## src/rtl/display_seg_driver.sv

```systemverilog
// 4-digit 7-segment output stage: double-buffered BCD value, frame-aligned commit,
// anode blanking on every select change, leading-zero suppression, illegal-select flag.
module display_seg_driver #(
  parameter int BLANK_CYCLES = 2,
  parameter int CNT_W        = 4
) (
  input  logic        clk,
  input  logic        rst_n,
  input  logic [3:0]  digit_sel,
  input  logic        in_valid,
  input  logic [15:0] in_data,
  input  logic [3:0]  in_dp,
  output logic        in_ready,
  input  logic        lz_en,
  output logic [6:0]  seg_n,
  output logic        dp_n,
  output logic [3:0]  an_n,
  output logic        frame_done,
  output logic        sel_err
);

  localparam logic [CNT_W-1:0] BLANK_LOAD = CNT_W'(BLANK_CYCLES);
  localparam logic [CNT_W-1:0] CNT_ONE    = CNT_W'(1);
  localparam logic [6:0]       SEG_OFF    = 7'h7F;

  // Handshake: a word transfers on in_valid && in_ready. in_ready is registered,
  // drops the cycle after a transfer and rises the cycle after the pending word
  // commits. in_valid seen while in_ready is low is ignored; the sender holds it.

  logic [3:0]       sel_q;
  logic [CNT_W-1:0] blank_cnt;
  logic [15:0]      shadow_data;
  logic [3:0]       shadow_dp;
  logic [15:0]      pend_data;
  logic [3:0]       pend_dp;

  logic             sel_legal;
  logic [1:0]       sel_idx;
  logic             sel_change;
  logic             boundary;
  logic             xfer;
  logic             commit;
  logic [CNT_W-1:0] cnt_nxt;
  logic [15:0]      shadow_data_nxt;
  logic [3:0]       shadow_dp_nxt;
  logic [3:0]       nib;
  logic             suppress;
  logic             active;
  logic [6:0]       seg_nxt;
  logic             dp_nxt;
  logic [3:0]       an_nxt;

  function automatic logic [6:0] bcd_to_seg(input logic [3:0] val);
    logic [6:0] s;
    case (val)
      4'd0:    s = 7'h40;
      4'd1:    s = 7'h79;
      4'd2:    s = 7'h24;
      4'd3:    s = 7'h30;
      4'd4:    s = 7'h19;
      4'd5:    s = 7'h12;
      4'd6:    s = 7'h02;
      4'd7:    s = 7'h78;
      4'd8:    s = 7'h00;
      4'd9:    s = 7'h10;
      default: s = 7'h3F;
    endcase
    return s;
  endfunction

  always_comb begin
    sel_legal = 1'b1;
    sel_idx   = 2'd0;
    case (digit_sel)
      4'b0001: sel_idx = 2'd0;
      4'b0010: sel_idx = 2'd1;
      4'b0100: sel_idx = 2'd2;
      4'b1000: sel_idx = 2'd3;
      default: sel_legal = 1'b0;
    endcase

    sel_change = (digit_sel != sel_q);
    // An illegal code can never equal 4'b0001, so it never forms a boundary.
    boundary   = (digit_sel == 4'b0001) && (sel_q != 4'b0001);
    xfer       = in_valid && in_ready;
    commit     = boundary && !in_ready;

    cnt_nxt = blank_cnt;
    if (sel_change)
      cnt_nxt = BLANK_LOAD;
    else if (blank_cnt != '0)
      cnt_nxt = blank_cnt - CNT_ONE;

    shadow_data_nxt = commit ? pend_data : shadow_data;
    shadow_dp_nxt   = commit ? pend_dp   : shadow_dp;

    nib      = shadow_data_nxt[{sel_idx, 2'b00} +: 4];
    suppress = 1'b0;
    if (lz_en) begin
      case (sel_idx)
        2'd3:    suppress = (shadow_data_nxt[15:12] == 4'h0);
        2'd2:    suppress = (shadow_data_nxt[15:8]  == 8'h00);
        2'd1:    suppress = (shadow_data_nxt[15:4]  == 12'h000);
        default: suppress = 1'b0;
      endcase
    end

    // Outputs are built from next-cycle state so the blank window starts on the
    // same edge that observes the select change.
    active  = sel_legal && (cnt_nxt == '0);
    seg_nxt = SEG_OFF;
    dp_nxt  = 1'b1;
    an_nxt  = 4'hF;
    if (active) begin
      seg_nxt = suppress ? SEG_OFF : bcd_to_seg(nib);
      dp_nxt  = ~shadow_dp_nxt[sel_idx];
      an_nxt  = ~digit_sel;
    end
  end

  always_ff @(posedge clk or negedge rst_n) begin
    if (!rst_n) begin
      sel_q       <= 4'h0;
      blank_cnt   <= BLANK_LOAD;
      shadow_data <= 16'h0000;
      shadow_dp   <= 4'h0;
      pend_data   <= 16'h0000;
      pend_dp     <= 4'h0;
      in_ready    <= 1'b1;
    end else begin
      sel_q       <= digit_sel;
      blank_cnt   <= cnt_nxt;
      shadow_data <= shadow_data_nxt;
      shadow_dp   <= shadow_dp_nxt;
      if (xfer) begin
        pend_data <= in_data;
        pend_dp   <= in_dp;
        in_ready  <= 1'b0;
      end else if (commit) begin
        in_ready  <= 1'b1;
      end
    end
  end

  always_ff @(posedge clk or negedge rst_n) begin
    if (!rst_n) begin
      seg_n      <= SEG_OFF;
      dp_n       <= 1'b1;
      an_n       <= 4'hF;
      frame_done <= 1'b0;
      sel_err    <= 1'b0;
    end else begin
      seg_n      <= seg_nxt;
      dp_n       <= dp_nxt;
      an_n       <= an_nxt;
      frame_done <= boundary;
      sel_err    <= !sel_legal;
    end
  end

endmodule

```

## config.mk

```make
export PLATFORM = sky130hd
export DESIGN_NAME = display_seg_driver
export DESIGN_NICKNAME = d
export VERILOG_FILES = /design/src/rtl/display_seg_driver.sv
export SDC_FILE = /design/constraint.sdc
export NUM_CORES = 1
export LEC_CHECK = 0
export CAP_MARGIN = 20
export CORE_UTILIZATION = 50
export CTS_BUF_LIST = sky130_fd_sc_hd__clkbuf_2 sky130_fd_sc_hd__clkbuf_4 sky130_fd_sc_hd__clkbuf_8
export DETAILED_ROUTE_END_ITERATION = 16
export PLACE_DENSITY = 0.74
export SYNTH_ARGS = -nofsm -noshare
export SYNTH_HDL_FRONTEND = slang
export SYNTH_SLANG_ARGS = --single-unit
```

## constraint.sdc

```tcl
create_clock -name clk -period 7.5 [get_ports clk]
set_input_delay 1.5 -clock clk [delete_from_list [all_inputs] [get_ports clk]]
set_output_delay 1.5 -clock clk [all_outputs]
set_load 0.02 [all_outputs]
```

==> results.cfg, run 1 <==
[setup_path]
crit_required_ps = 7770
path_class = primary input to register
crit_path_end_kind = register
arrival_ps = 5210
r2r_slack_ps = 4260
start_kind = primary input
worstPathMaxFanout = 16

[synth]
synthFlopType = dfrtp_1
yosysSeqAreaShare_pct = 53.8
ys_warn_count = 0
synth-seq-cells = 63
syn_inst = 249
synth_area_per_cell_um2 = 11.9
async_flop_share_pct = 100
synth_edf_count = 0
syn_area_um2 = 2960
syn-num-nets = 283
synth.distinct_cells = 51

[clock_network]
cts.sinks = 63
cts_inserted_buffers = 9
clk-insertion-delay-late_ps = 340
root_buffer = clkbuf_8
clkTransAtPathRegs_ps = 60
ctsHoldBuffers = 0
postCtsSetupRepairBufs = 0
cts_tree = yes
clockBufferDepth = 2
cts_max_level = 3
cts_resized = 0

[outcome]
run_status = completed

[drt]
drtIter0Drc = 149
viasPerCell = 5.73
drt-total-wl_um = 5850
wl_per_cell_um = 15.7
remaining_drc_errors = 0
vias = 2130
first_pass_iters = 6
drtAntennaViolNets = 0

[layout]
nets = 330
regArea_um2 = 1590
antenna_cells = 0
post-route-util_pct = 65.3
area_delta_synth_final_pct = 23.7
drive_above_1_share_pct = 24.3
fillerInstances = 438
post_layout_nonfiller_instances = 372
multi_input_area_um2 = 1280

[floorplan]
initial_core_util_pct = 52.8
core_um2 = 5610
pin_count = 43
die_y_um = 78.9
row_count = 27
die_area_um2 = 6230
die_x_um = 78.9

[place]
place_hpwl_um = 4050
port_buffers = 42
dp_slack_ps = 2220
dp.cells = 356
gp_congestion = 0.854

[sta]
post-route-min-period_ps = 4940
finalCritPeriodShare_pct = 65.9
report.final.hold_viol_count = 0
skew_ps = 4.21
rsz0062_at_grt = no
fin_tns_setup_ps = 0
drv_slew = 0
tightest_slew_ps = 935
layout_setup_ws_ps = 2560
fmax_ghz = 0.202
setup_violations = 0
relSlewSlack_pct = 37.5

[job]
maxCapViolCount = 0

[min_path]
hold_class = register to register

[power]
pwr_density_cell_nw_per_um2 = 323
p_leak_nw = 1.54
vdd_drop_max_v = 0.000169
total_power_mw = 1.18

[global_routing]
antenna_found_initial = 0
grt_pass1_vias = 2088
overflow = 0
grt_pass1_wl_um = 10100
grt_usage_pct = 21.9
grt_max_degree = 64
==> critical path, stage by stage <==
cell	delay, ps
clkdlybuf4s50_1	620
or4b_4	720
nor3_2	180
buf_4	250
mux2_2	380
a2111oi_1	870
ha_1	390
a21o_1	160
o21ai_1	130
==> sequential cells by signal, summed over array words and instances, names as in the netlist <==
| signal | cells |
|---|---|
| seg_n | 7 |
| dp_n | 1 |
| shadow_dp | 4 |
| pend_dp | 4 |
| pend_data | 16 |
| blank_cnt | 4 |
| frame_done | 1 |
| sel_err | 1 |
| sel_q | 4 |
| in_ready | 1 |
| shadow_data | 16 |
| an_n | 4 |
==> per-stage QoR <==
stage | area, um2 | hold WS (ps)
4_1_cts | 3650 | 500
3_5_place_dp | 3440 | 485
5_1_grt | 3660 | 511
2_1_floorplan | 2960 | 462
3_3_place_gp | 3440 | 479
6_report | 3660 | 494
==> area by class of cell <==
| cell class | instances | area share, % |
|---|---|---|
| well taps | 72 | 2.46 |
| clock inverters | 4 | 1.91 |
| repair buffers | 46 | 12.2 |
| multi-input cells | 167 | 35.1 |
| inverters | 9 | 0.922 |
| clock buffers | 11 | 3.96 |
| flip-flops and latches | 63 | 43.5 |
==> routing by layer <==
metal  up-vias  track usage [%]  wire (um)
met5         -                0          0
met4         0             9.64        136
met3        14             7.01        323
met2        57             33.4       2810
met1      1049             28.5       2580
li1       1010                -          -
==> placed cells by master, fill, tap and decap left out, types with 8 or more instances in the layout <==
| master | synthesis | layout |
|---|---|---|
| inv_1 | 8 | 8 |
| dfrtp_1 | 49 | 49 |
| nand2_1 | 24 | 24 |
| dfstp_2 | 14 | 14 |
| mux2_2 | 31 | 31 |
| clkdlybuf4s50_1 | 0 | 41 |
| clkbuf_8 | 0 | 10 |
| nor2_1 | 14 | 14 |
| nand4_1 | 10 | 10 |
| o31ai_1 | 8 | 8 |
| a21oi_1 | 13 | 13 |
==> final timing paths <==
path,start,depth (start not counted),end
max,digit_sel[2],9,seg_n[3]
min,shadow_dp[0],1,shadow_dp[0]
max reg2reg,sel_q[2],9,seg_n[3]
min reg2reg,shadow_dp[0],1,shadow_dp[0]
max in group asynchronous,rst_n,2,pend_data[11]
min in group asynchronous,rst_n,2,pend_dp[0]
==> cells in the mapped netlist (2+ instances only) <==
master | instances | area, um2
inv_1 | 8 | 30.0
nand3b_1 | 3 | 22.5
a31oi_1 | 2 | 12.5
buf_6 | 2 | 22.5
dfrtp_1 | 49 | 1230
xnor2_1 | 5 | 43.8
nand2_1 | 24 | 90.1
nor2_1 | 14 | 52.6
o21ai_0 | 2 | 10.0
mux2i_1 | 7 | 70.1
nor4b_1 | 2 | 17.5
o31ai_1 | 8 | 60.1
dfstp_2 | 14 | 368
buf_2 | 2 | 10.0
nor3_1 | 3 | 15.0
ha_1 | 6 | 75.1
a21oi_1 | 13 | 65.1
nand4_1 | 10 | 62.6
clkbuf_1 | 5 | 18.8
o21ai_1 | 6 | 30.0
mux2_2 | 31 | 349
nor4_1 | 3 | 18.8
a2111oi_1 | 2 | 20.0
==> report_power, final <==
part / leakage, nW / switching, mW / internal, mW
Clock: 0.113 / 0.124 / 0.197
Sequential: 0.744 / 0.0726 / 0.456
Combinational: 0.683 / 0.165 / 0.168
Total: 1.54 / 0.362 / 0.820
==> cells by family (layout without fill, tap and decap cells) <==
family | Yosys count | in the layout | synth area share (%)
XOR/XNOR | 6 | 6 | 1.78
adder cells (fa/ha/maj) | 6 | 6 | 2.54
flip-flops | 63 | 63 | 53.8
AND/OR/NAND/NOR | 66 | 66 | 11.7
buffers and inverters | 19 | 70 | 3.00
AO/OA/AOI/OAI | 51 | 51 | 13.0
multiplexers | 38 | 38 | 14.2
(Power assumes the default switching activity.)
==> run 2, diff against run 1 <==
==> constraint.sdc (replaced) <==
create_clock -name clk -period 4.7 [get_ports clk]
set_input_delay 0.94 -clock clk [delete_from_list [all_inputs] [get_ports clk]]
set_output_delay 0.94 -clock clk [all_outputs]
set_load 0.02 [all_outputs]
==> results.cfg, run 2 (same netlist as run 1, synthesis figures left out) <==
[outcome]
run_status = completed

[sta]
skew_ps = 7.12
drv_slew = 0
post-route-min-period_ps = 3940
report.final.hold_viol_count = 0
fmax_ghz = 0.254
rsz0062_at_grt = no
fin_tns_setup_ps = 0
tightest_slew_ps = 932
finalCritPeriodShare_pct = 83.7
relSlewSlack_pct = 37.3
fin_worst_hold_slack_ps = 497
setup_violations = 0

[layout]
area_delta_synth_final_pct = 24.0
multi_input_area_um2 = 1280
final_common_cell = dfrtp_1
antenna_cells = 0
nets = 335
drive_above_1_share_pct = 25.8
post_layout_nonfiller_instances = 378
regArea_um2 = 1590
layout_common_cells = dfrtp_1 (49), clkdlybuf4s50_1 (41), mux2_2 (31), nand2_1 (24)
reg_top3 = pend_data (16), shadow_data (16), seg_n (7)
fillerInstances = 466

[power]
pwr_density_cell_nw_per_um2 = 498
total_power_mw = 1.83
vdd_drop_max_v = 0.000220
p_leak_nw = 1.55

[place]
port_buffers = 42
gp_congestion = 0.840
place_hpwl_um = 4300
dp.cells = 362

[global_routing]
met3_usage_pct = 5.17
grt_usage_pct = 21.6
grt_max_degree = 64
grtUsageMet1_pct = 29.1
grt_pass1_vias = 2037
grt-busiest-layer = met2
overflow = 0
grt_pass1_wl_um = 10000
met2_usage_pct = 32.5
antenna_found_initial = 0

[setup_path]
r2r_slack_ps = 1840
arrival_ps = 4200
start_kind = primary input
path_class = primary input to register
crit_path_end_kind = register
worstPathMaxFanout = 15
crit_required_ps = 4960

[clock_network]
cts.sinks = 63
root_buffer = clkbuf_8
clk-insertion-delay-late_ps = 340
postCtsSetupRepairBufs = 0
cts_max_level = 3
clkTransAtPathRegs_ps = 60
cts_tree = yes
cts_inserted_buffers = 9
ctsHoldBuffers = 0
clockBufferDepth = 2
cts_resized = 0

[floorplan]
core_um2 = 5610
die_y_um = 78.9
row_count = 27
die_area_um2 = 6230
pin_count = 43
initial_core_util_pct = 52.8
die_x_um = 78.9

[drt]
vias = 2158
drt-total-wl_um = 6080
wl_per_cell_um = 16.1
viasPerCell = 5.71
remaining_drc_errors = 0
drtAntennaViolNets = 0
first_pass_iters = 4
drtIter0Drc = 137

[min_path]
hold_class = register to register

[job]
maxCapViolCount = 0
[run 2: changes by cell type in the layout (fill, tap and decap cells not counted), sizes merged]
cell,change
buf,+6
bufinv,-2
clkbuf,+3
clkinv,-1
[run 2: report_power, final]
group	switching, mW	total (mW)	internal (mW)
combinational	0.270	0.545	0.275
clock	0.193	0.437	0.243
sequential	0.118	0.845	0.727
total	0.581	1.83	1.25
[run 2: final cells by class]
| class | count | share of cell area [%] |
|---|---|---|
| Sequential cell | 63 | 43.4 |
| Multi-Input combinational cell | 167 | 35.0 |
| Timing Repair Buffer | 51 | 13.2 |
| Clock buffer | 15 | 4.94 |
| Tap cell | 72 | 2.45 |
| Inverter | 9 | 0.920 |
| Clock inverter | 1 | 0.136 |
[run 2: per-stage QoR]
stage	utilization (%)	setup slack, ps	cell area, um2
floorplan	-	945	2960
global placement	62.1	521	3480
detailed placement	62.1	423	3480
CTS	65.5	755	3670
global route	65.5	509	3670
finish	65.5	765	3670
[run 2: path summary, 6_finish.rpt]
kind | startpoint | endpoint | cells after the start
setup / recovery | digit_sel[0] | seg_n[6] | 11
hold / removal | shadow_dp[3] | shadow_dp[3] | 1
setup reg to reg | sel_q[2] | seg_n[2] | 7
hold reg to reg | shadow_dp[3] | shadow_dp[3] | 1
max in group asynchronous | rst_n | sel_q[2] | 2
min in group asynchronous | rst_n | pend_dp[0] | 2
[run 2: worst max-delay path, cell delays in order]
cell and delay [ps]:
clkdlybuf4s50_1 630, or4b_4 610, nor3_2 230, buf_4 260, mux2_2 380, a2111oi_1 420, buf_4 210, inv_1 60
ha_1 190, a21boi_0 180, o21ai_1 80
[run 2: per-layer routing]
metal | share of wire (%) | vias up
met1 | 45 | 1064
li1 | - | 1021
met2 | 48 | 60
met5 | 0 | -
met4 | 2.1 | 0
met3 | 5.0 | 13
